<file path="src/rtl/peripherals.sv">
// Shared peripheral bus payload types.
package peripherals;

  typedef struct packed {
    logic down;
    logic up;
    logic right;
    logic left;
    logic center;
  } button_state_t;

  typedef struct packed {
    logic [15:0]   switch_state;
    button_state_t button_state;
  } peripheral_status_bus_t;

endpackage

</file>
<file path="src/rtl/peripheral_input_conditioner_if.sv">
// Raw pin inputs and debounced status outputs of the input conditioner.
interface peripheral_input_conditioner_if;
  import peripherals::*;

  logic [15:0]            sw_raw;
  logic [4:0]             btn_raw;
  peripheral_status_bus_t status;
  logic [4:0]             button_pressed;
  logic                   status_changed;

  modport master (
    output sw_raw,
    output btn_raw,
    input  status,
    input  button_pressed,
    input  status_changed
  );

  modport slave (
    input  sw_raw,
    input  btn_raw,
    output status,
    output button_pressed,
    output status_changed
  );
endinterface

</file>
<file path="src/rtl/peripheral_input_conditioner.sv">
// Synchronizes and debounces 16 switches and 5 buttons into the status bus,
// with registered press and change pulses.
module peripheral_input_conditioner #(
  parameter int unsigned SAMPLE_DIV     = 100000,
  parameter int unsigned STABLE_SAMPLES = 8
) (
  input  logic                          clk,
  input  logic                          rst_n,
  peripheral_input_conditioner_if.slave bus
);

  localparam int unsigned NIN  = 21;
  localparam int unsigned NBTN = 5;
  localparam int unsigned PW   = (SAMPLE_DIV > 1) ? $clog2(SAMPLE_DIV) : 1;
  localparam int unsigned CW   = $clog2(STABLE_SAMPLES) + 1;

  logic [NIN-1:0]  w_raw;
  logic [NIN-1:0]  r_meta;
  logic [NIN-1:0]  r_sync;
  logic [NIN-1:0]  r_deb;
  logic [CW-1:0]   r_cnt [NIN];
  logic [PW-1:0]   r_pcnt;
  logic [NBTN-1:0] r_pressed;
  logic            r_changed;

  logic            w_tick;
  logic [NIN-1:0]  w_deb_nxt;
  logic [NIN-1:0]  w_commit;
  logic [CW-1:0]   w_cnt_nxt [NIN];

  // Buttons occupy the low bits so the vector lines up with the status struct.
  assign w_raw  = {bus.sw_raw, bus.btn_raw};
  assign w_tick = (r_pcnt == PW'(SAMPLE_DIV - 1));

  // Per-input run counter: a matching sample restarts the run.
  always_comb begin
    w_deb_nxt = r_deb;
    w_cnt_nxt = r_cnt;
    w_commit  = '0;
    if (w_tick) begin
      for (int i = 0; i < NIN; i++) begin
        if (r_sync[i] == r_deb[i]) begin
          w_cnt_nxt[i] = '0;
        end else if (r_cnt[i] == CW'(STABLE_SAMPLES - 1)) begin
          w_deb_nxt[i] = r_sync[i];
          w_cnt_nxt[i] = '0;
          w_commit[i]  = 1'b1;
        end else begin
          w_cnt_nxt[i] = r_cnt[i] + CW'(1);
        end
      end
    end
  end

  always_ff @(posedge clk or negedge rst_n) begin
    if (!rst_n) begin
      r_meta    <= '0;
      r_sync    <= '0;
      r_deb     <= '0;
      r_pcnt    <= '0;
      r_pressed <= '0;
      r_changed <= 1'b0;
      for (int i = 0; i < NIN; i++) begin
        r_cnt[i] <= '0;
      end
    end else begin
      r_meta    <= w_raw;
      r_sync    <= r_meta;
      r_deb     <= w_deb_nxt;
      r_pcnt    <= w_tick ? '0 : r_pcnt + PW'(1);
      r_pressed <= w_commit[NBTN-1:0] & w_deb_nxt[NBTN-1:0];
      r_changed <= |w_commit;
      for (int i = 0; i < NIN; i++) begin
        r_cnt[i] <= w_cnt_nxt[i];
      end
    end
  end

  assign bus.status         = peripherals::peripheral_status_bus_t'(r_deb);
  assign bus.button_pressed = r_pressed;
  assign bus.status_changed = r_changed;

endmodule

</file>
<file path="src/flat_wrapper.sv">
// flat-port wrapper written by rule: the top's interface ports become plain ports
module peripheral_input_conditioner_flat 
#(
  parameter int unsigned SAMPLE_DIV     = 100000,
  parameter int unsigned STABLE_SAMPLES = 8
)
  (clk, rst_n, bus_sw_raw, bus_btn_raw, bus_status, bus_button_pressed, bus_status_changed);
  peripheral_input_conditioner_if bus_i ();
  input  logic clk;
  input  logic rst_n;
  input wire logic [$bits(bus_i.sw_raw)-1:0] bus_sw_raw;
  input wire logic [$bits(bus_i.btn_raw)-1:0] bus_btn_raw;
  output wire logic [$bits(bus_i.status)-1:0] bus_status;
  output wire logic [$bits(bus_i.button_pressed)-1:0] bus_button_pressed;
  output wire logic [$bits(bus_i.status_changed)-1:0] bus_status_changed;
  assign bus_i.sw_raw = bus_sw_raw;
  assign bus_i.btn_raw = bus_btn_raw;
  assign bus_status = bus_i.status;
  assign bus_button_pressed = bus_i.button_pressed;
  assign bus_status_changed = bus_i.status_changed;
  peripheral_input_conditioner #(.SAMPLE_DIV(SAMPLE_DIV), .STABLE_SAMPLES(STABLE_SAMPLES)) u_core (.clk(clk), .rst_n(rst_n), .bus(bus_i));
endmodule
</file>
<file path="config.mk">
export PLATFORM = sky130hd
export DESIGN_NAME = peripheral_input_conditioner_flat
export DESIGN_NICKNAME = d
export VERILOG_FILES = /design/src/rtl/peripherals.sv /design/src/rtl/peripheral_input_conditioner_if.sv /design/src/rtl/peripheral_input_conditioner.sv /design/src/flat_wrapper.sv
export SDC_FILE = /design/constraint.sdc
export NUM_CORES = 1
export LEC_CHECK = 0
export CORE_MARGIN = 3
export CORE_UTILIZATION = 25
export CTS_CLUSTER_DIAMETER = 40
export DETAILED_ROUTE_END_ITERATION = 12
export PLACE_DENSITY_LB_ADDON = 0.12
export SLEW_MARGIN = 20
export SYNTH_ARGS = -nofsm -noshare
export SYNTH_HDL_FRONTEND = slang
export SYNTH_SLANG_ARGS = --single-unit
</file>
<file path="constraint.sdc">
create_clock -name clk -period 1.9 [get_ports clk]
set_input_delay 0.285 -clock clk [delete_from_list [all_inputs] [get_ports clk]]
set_output_delay 0.285 -clock clk [all_outputs]
set_load 0.02 [all_outputs]
</file>
==> results of run 1 <==
-- registers in the layout (all words and copies together), names as in the netlist --
name,count
u_core.r_cnt,84
u_core.bus.status,21
u_core.r_meta,21
u_core.r_sync,21
u_core.r_pcnt,17
u_core.bus.button_pressed,5
u_core.bus.status_changed,1
-- Yosys cell counts, types with 6 or more instances --
| master | n | area (um2) |
|---|---|---|
| dfrtp_1 | 170 | 4250 |
| nand3_1 | 88 | 440 |
| nand2_1 | 81 | 304 |
| o21ai_0 | 61 | 305 |
| nor2_1 | 48 | 180 |
| xnor2_1 | 28 | 245 |
| xor2_1 | 26 | 228 |
| ha_1 | 22 | 275 |
| a21oi_1 | 20 | 100 |
| mux2_2 | 20 | 225 |
| mux2i_1 | 19 | 190 |
| nand3b_1 | 18 | 135 |
| or4_1 | 17 | 128 |
| clkbuf_1 | 12 | 45.0 |
| nor3_1 | 7 | 35.0 |
| o22ai_1 | 7 | 43.8 |
| and2_1 | 6 | 37.5 |
| buf_2 | 6 | 30.0 |
-- area by class of cell --
| class | count | area share (%) |
|---|---|---|
| clock inverters | 12 | 1.46 |
| repair buffers | 105 | 11.8 |
| clock buffers | 19 | 4.46 |
| inverters | 4 | 0.155 |
| flip-flops and latches | 170 | 43.8 |
| multi-input cells | 498 | 33.4 |
| well taps | 384 | 4.95 |
-- what timing repair did --
item / in CTS / in global routing
endpoints found under the setup margin: 20 / 25
hold buffers: 1 / 0
pin swaps: 1 / 7
cloned: 2 / 3
resized for setup: 3 / 46
buffers inserted: 2 / 6
endpoints found under the hold margin: 29 / 0
-- through the flow --
stage	area, um2	util [%]	instances	setup slack (ns)
after floorplan	7480	-	693	0.0877
after global placement	8770	30.2	1147	-0.0119
after detailed placement	8770	30.2	1147	-0.0498
after CTS	9450	32.5	1183	-0.0101
after global routing	9710	33.4	1192	-0.0961
final	9710	33.4	1192	0.0288
-- worst paths after layout --
| path | startpoint | to | slack, ns | cells past startpoint |
|---|---|---|---|---|
| worst min-delay path | bus_btn_raw[1] | u_core.r_meta[1] | 0.29 | 1 |
| worst max register to register | u_core.r_pcnt[10] | u_core.r_cnt[79] | 0.03 | 8 |
| min in group asynchronous | rst_n | u_core.r_pcnt[7] | 0.35 | 2 |
| worst max-delay path | u_core.r_pcnt[10] | u_core.r_cnt[79] | 0.03 | 8 |
| worst min register to register | u_core.r_meta[18] | u_core.r_sync[18] | 0.35 | 0 |
| max in group asynchronous | rst_n | u_core.r_cnt[62] | 0.89 | 3 |
-- cell families after synthesis --
logic type | after synthesis | share of synthesized area (%)
multiplexers | 39 | 5.55
AND/OR/NAND/NOR | 284 | 18.9
flip-flops | 170 | 56.8
adder cells (fa/ha/maj) | 22 | 3.68
AO/OA/AOI/OAI | 99 | 7.12
buffers and inverters | 25 | 1.55
XOR/XNOR | 54 | 6.32
-- layer usage --
layer | track usage (%) | up-vias
met5 | 0 | -
met4 | 3.99 | 0
met3 | 2.54 | 18
met2 | 17.1 | 97
met1 | 14.4 | 2700
li1 | - | 2673
-- report_power, final --
part           leakage, nW  switching (mW)  total, mW  internal, mW
logic                 1.81           0.132      0.212        0.0802
registers             2.26          0.0305       3.69          3.66
clock network        0.274            1.49       3.43          1.95
==> flow_summary.json, run 1 <==
{
  "outcome": "complete, no violations",
  "initial_utilization_pct": 25.7,
  "syn_nets": 738,
  "relSlewSlack_pct": 64.8,
  "arrival_ns": 2.22,
  "rows": 62,
  "crit_slowest_cell": "or4_1",
  "drv_slew": 0,
  "io_pins": 50,
  "multiInputGateArea_um2": 3240,
  "die_x_um": 179,
  "grt_max_degree": 66,
  "leakagePower_nw": 4.34,
  "layout_common_cells": "dfrtp_1, nand3_1, nand2_1",
  "fillers": 2896,
  "clock_path_buffers": 2,
  "routed.top_layer": "met4",
  "yosys_register_bits": 170,
  "grt_antenna_before_repair": 0,
  "dr_wl_met3_um": 548,
  "end_kind": "flop",
  "path_cells": "nand2_1 > nor3_2 > buf_4 > nand4_4 > buf_12 > buf_12 > or4_1 > mux2i_1",
  "h-tree-depth": 4,
  "syn_area_um2": 7480,
  "tns_ns": 0,
  "wirelength_um": 16900,
  "fin_nets": 841,
  "power_density_nw_per_um2": 756,
  "hold_class": "primary input to flop",
  "ys_seq_area_share_pct": 56.8,
  "avgSynthCellArea_um2": 10.8,
  "drt-met1-wl_um": 8020,
  "final_common_cell": "dfrtp_1",
  "cpMostUsedCell": "buf_12",
  "grt_pass1_vias": 5374,
  "yosys_warnings": 0,
  "clkTransAtPathRegs_ns": 0.07,
  "numPortBuffers": 49,
  "max_freq_ghz": 0.534,
  "critPathMaxFanout": 14,
  "area_growth_pct": 29.8,
  "path_buf_inv": 3,
  "wl_met2_um": 8020,
  "hold_viol_final": 0,
  "drive_gt1_share_pct": 15.8,
  "clk_latency_ns": 0.43,
  "worst_slew_pin_slew_ns": 0.527,
  "cts_tree": "built",
  "die_h_um": 179,
  "final_antenna_net_count": 0,
  "cts_buffers": 17,
  "crit_family": "simple AND/OR/NAND/NOR gates",
  "synthArstFlopShare_pct": 100,
  "grt_overflow": 0,
  "hpwl_um": 10900,
  "synth_ff_type": "dfrtp_1",
  "worstSetupPathType": "flop to flop",
  "viasPerCell": 4.60,
  "cp.required_ns": 2.25,
  "timing.final.crit_share_pct": 98.5,
  "coreArea_um2": 29100,
  "die-area_um2": 32000,
  "root_buffer": "clkbuf_16",
  "drtIter0Drc": 238,
  "ys_types": 36,
  "maxCapViolations": 0,
  "period_minus_slack_ns": 1.87,
  "vias": 5488,
  "ir_drop_mv": 0.333,
  "cp-start-kind": "flop",
  "netlist_instances": 693,
  "rsz0062_at_grt": "true",
  "numClockSinks": 170,
  "finalSetupViolations": 0,
  "track_usage_pct": 10.8,
  "finalPower_mw": 7.34,
  "post_drt_wl_per_cell_um": 14.1,
  "final-seq-area_um2": 4250,
  "firstDrtPassIters": 4,
  "slowest_delay_ns": 0.50,
  "fin_hold_ws_ns": 0.288,
  "synth_edf_count": 0,
  "diodes": 0,
  "remaining_drc_errors": 0,
  "skew_ns": 0.0175,
  "grt_pass1_wl_um": 27500,
  "gp_congestion": 0.751
}
(Power assumes the default switching activity.)
==> run 2: changes to the inputs <==
- CORE_UTILIZATION: 25 -> 53
==> flow_summary.json, run 2 (synthesis results as in run 1) <==
{
  "grt_antenna_before_repair": 0,
  "finalSetupViolations": 6,
  "fin_area_um2": 9380,
  "slowest_delay_ns": 0.52,
  "firstDrtPassIters": 5,
  "clock_path_buffers": 2,
  "rows": 42,
  "grt_max_degree": 45,
  "io_pins": 50,
  "fin_nets": 837,
  "crit_path_end": "u_core.r_cnt[83]",
  "wirelength_um": 16100,
  "post_dp_cell_area_um2": 8480,
  "viasPerCell": 5.71,
  "largest-register": "u_core.r_cnt",
  "path_cells": "nand2_2 > nor3_2 > buf_4 > nand4_4 > bufbuf_16 > or4_1 > o21ai_1",
  "root_buffer": "clkbuf_16",
  "max_freq_ghz": 0.514,
  "reg2reg_from": "u_core.r_pcnt[9]",
  "reg2reg_depth": 7,
  "fin_ws_ns": -0.0443,
  "drive_gt1_share_pct": 14.8,
  "end_kind": "flop",
  "h-tree-depth": 4,
  "area_growth_pct": 25.3,
  "crit_start": "u_core.r_pcnt[9]",
  "cts_buffers": 17,
  "layout_common_cells": "dfrtp_1, nand3_1, nand2_1",
  "final_antenna_net_count": 0,
  "cp.required_ns": 2.25,
  "track_usage_pct": 21.9,
  "drv_slew": 0,
  "initial_utilization_pct": 55.4,
  "ir_drop_mv": 0.657,
  "die_h_um": 125,
  "period_minus_slack_ns": 1.94,
  "skew_ns": 0.00805,
  "remaining_drc_errors": 0,
  "violations": "negative setup slack",
  "hold_class": "primary input to flop",
  "diodes": 0,
  "numPortBuffers": 49,
  "clk_latency_ns": 0.43,
  "coreArea_um2": 13500,
  "arrival_ns": 2.29,
  "crit_slowest_cell": "or4_1",
  "outcome": "finished with violations",
  "numClockSinks": 170,
  "drtIter0Drc": 337,
  "die-area_um2": 15600,
  "clkTransAtPathRegs_ns": 0.06,
  "gp_congestion": 0.802,
  "grt_pass1_wl_um": 27800,
  "rsz0062_at_grt": "true",
  "grt_overflow": 0,
  "worstSetupPathType": "flop to flop",
  "cts_tree": "built",
  "power_density_nw_per_um2": 805,
  "die_x_um": 125,
  "largest_register_ffs": 84,
  "hold_viol_final": 0,
  "post_drt_wl_per_cell_um": 16.5,
  "cp-start-kind": "flop",
  "leakagePower_nw": 4.30,
  "maxCapViolations": 0,
  "final_common_cell": "dfrtp_1",
  "r2r_slack_ns": -0.04,
  "grt_pass1_vias": 5731,
  "hpwl_um": 10200,
  "finish.utilization_pct": 69.4,
  "vias": 5593,
  "critPathMaxFanout": 4,
  "r2r_end": "u_core.r_cnt[83]",
  "relSlewSlack_pct": 67.6,
  "worst_slew_pin_slew_ns": 0.484,
  "timing.final.crit_share_pct": 102
}
[run 2: cell count changes in the layout (fill, tap and decap cells not counted), moves of 4 or more]
cell / change
or4_1: +6
or4_4: -6
nor2_4: -4
mux2_2: +4
mux2_4: -4
[run 2: how the worst min path moves through the flow]
stage | slack [ns] | to | cells past startpoint | startpoint
floorplan | -0.01 | u_core.bus.button_pressed[0] | 0 | rst_n
finish | 0.29 | u_core.r_meta[9] | 1 | bus_sw_raw[4]
CTS | 0.28 | u_core.r_meta[8] | 1 | bus_sw_raw[3]
detailed placement | 0.24 | u_core.r_sync[0] | 1 | rst_n
global route | 0.27 | u_core.r_meta[13] | 1 | bus_sw_raw[8]
global placement | 0.24 | u_core.r_pcnt[13] | 1 | rst_n
[run 2: layout make-up]
| type | count | area, um2 |
|---|---|---|
| timing repair buffer | 101 | 1070 |
| multi-input combinational | 498 | 3200 |
| clock buffer | 19 | 443 |
| clock inverter | 12 | 174 |
| inverter | 4 | 15.0 |
| tap | 176 | 220 |
| fill | 981 | 4130 |
| sequential | 170 | 4250 |
[run 2: routing by layer]
metal	wire [um]	track usage (%)
met4	201	6.19
met3	551	4.97
met1	7010	27.8
met2	8370	37.8
met5	0	0
[run 2: worst max-delay path: cells and delay by family (launching register included)]
kind                   cells  cell delay (ns)
AOI/OAI and AO/OA          1             0.14
buffers and inverters      2             0.45
DFF                        1             0.38
and+or+nand+nor            4             0.90
[run 2: repair_timing]
item | 4_1_cts | 5_1_grt
resized for setup | 13 | 28
hold buffers | 1 | 0
hold endpoints to repair | 39 | 0
setup buffers | 7 | 3
pin swaps | 12 | 8
setup endpoints to repair | 4 | 49
cloned | 4 | 0
[run 2: report_power, final]
part / leakage, nW / switching, mW / internal, mW
logic: 1.73 / 0.127 / 0.0838
registers: 2.26 / 0.0308 / 3.66
clock network: 0.303 / 1.42 / 2.22
total: 4.30 / 1.58 / 5.97
[run 2: per-stage QoR]
step / total power, mW / hold WS (ns) / TNS [ns] / setup WS (ns) / cells
2_1_floorplan: 3.82 / -0.0106 / 0 / 0.0877 / 693
3_3_place_gp: 3.97 / 0.243 / 0 / 0.0628 / 936
3_5_place_dp: 3.98 / 0.245 / -0.0123 / -0.0123 / 936
4_1_cts: 7.60 / 0.278 / -0.0167 / -0.00975 / 979
5_1_grt: 7.80 / 0.273 / -1.10 / -0.102 / 980
6_report: 7.55 / 0.291 / -0.109 / -0.0443 / 980
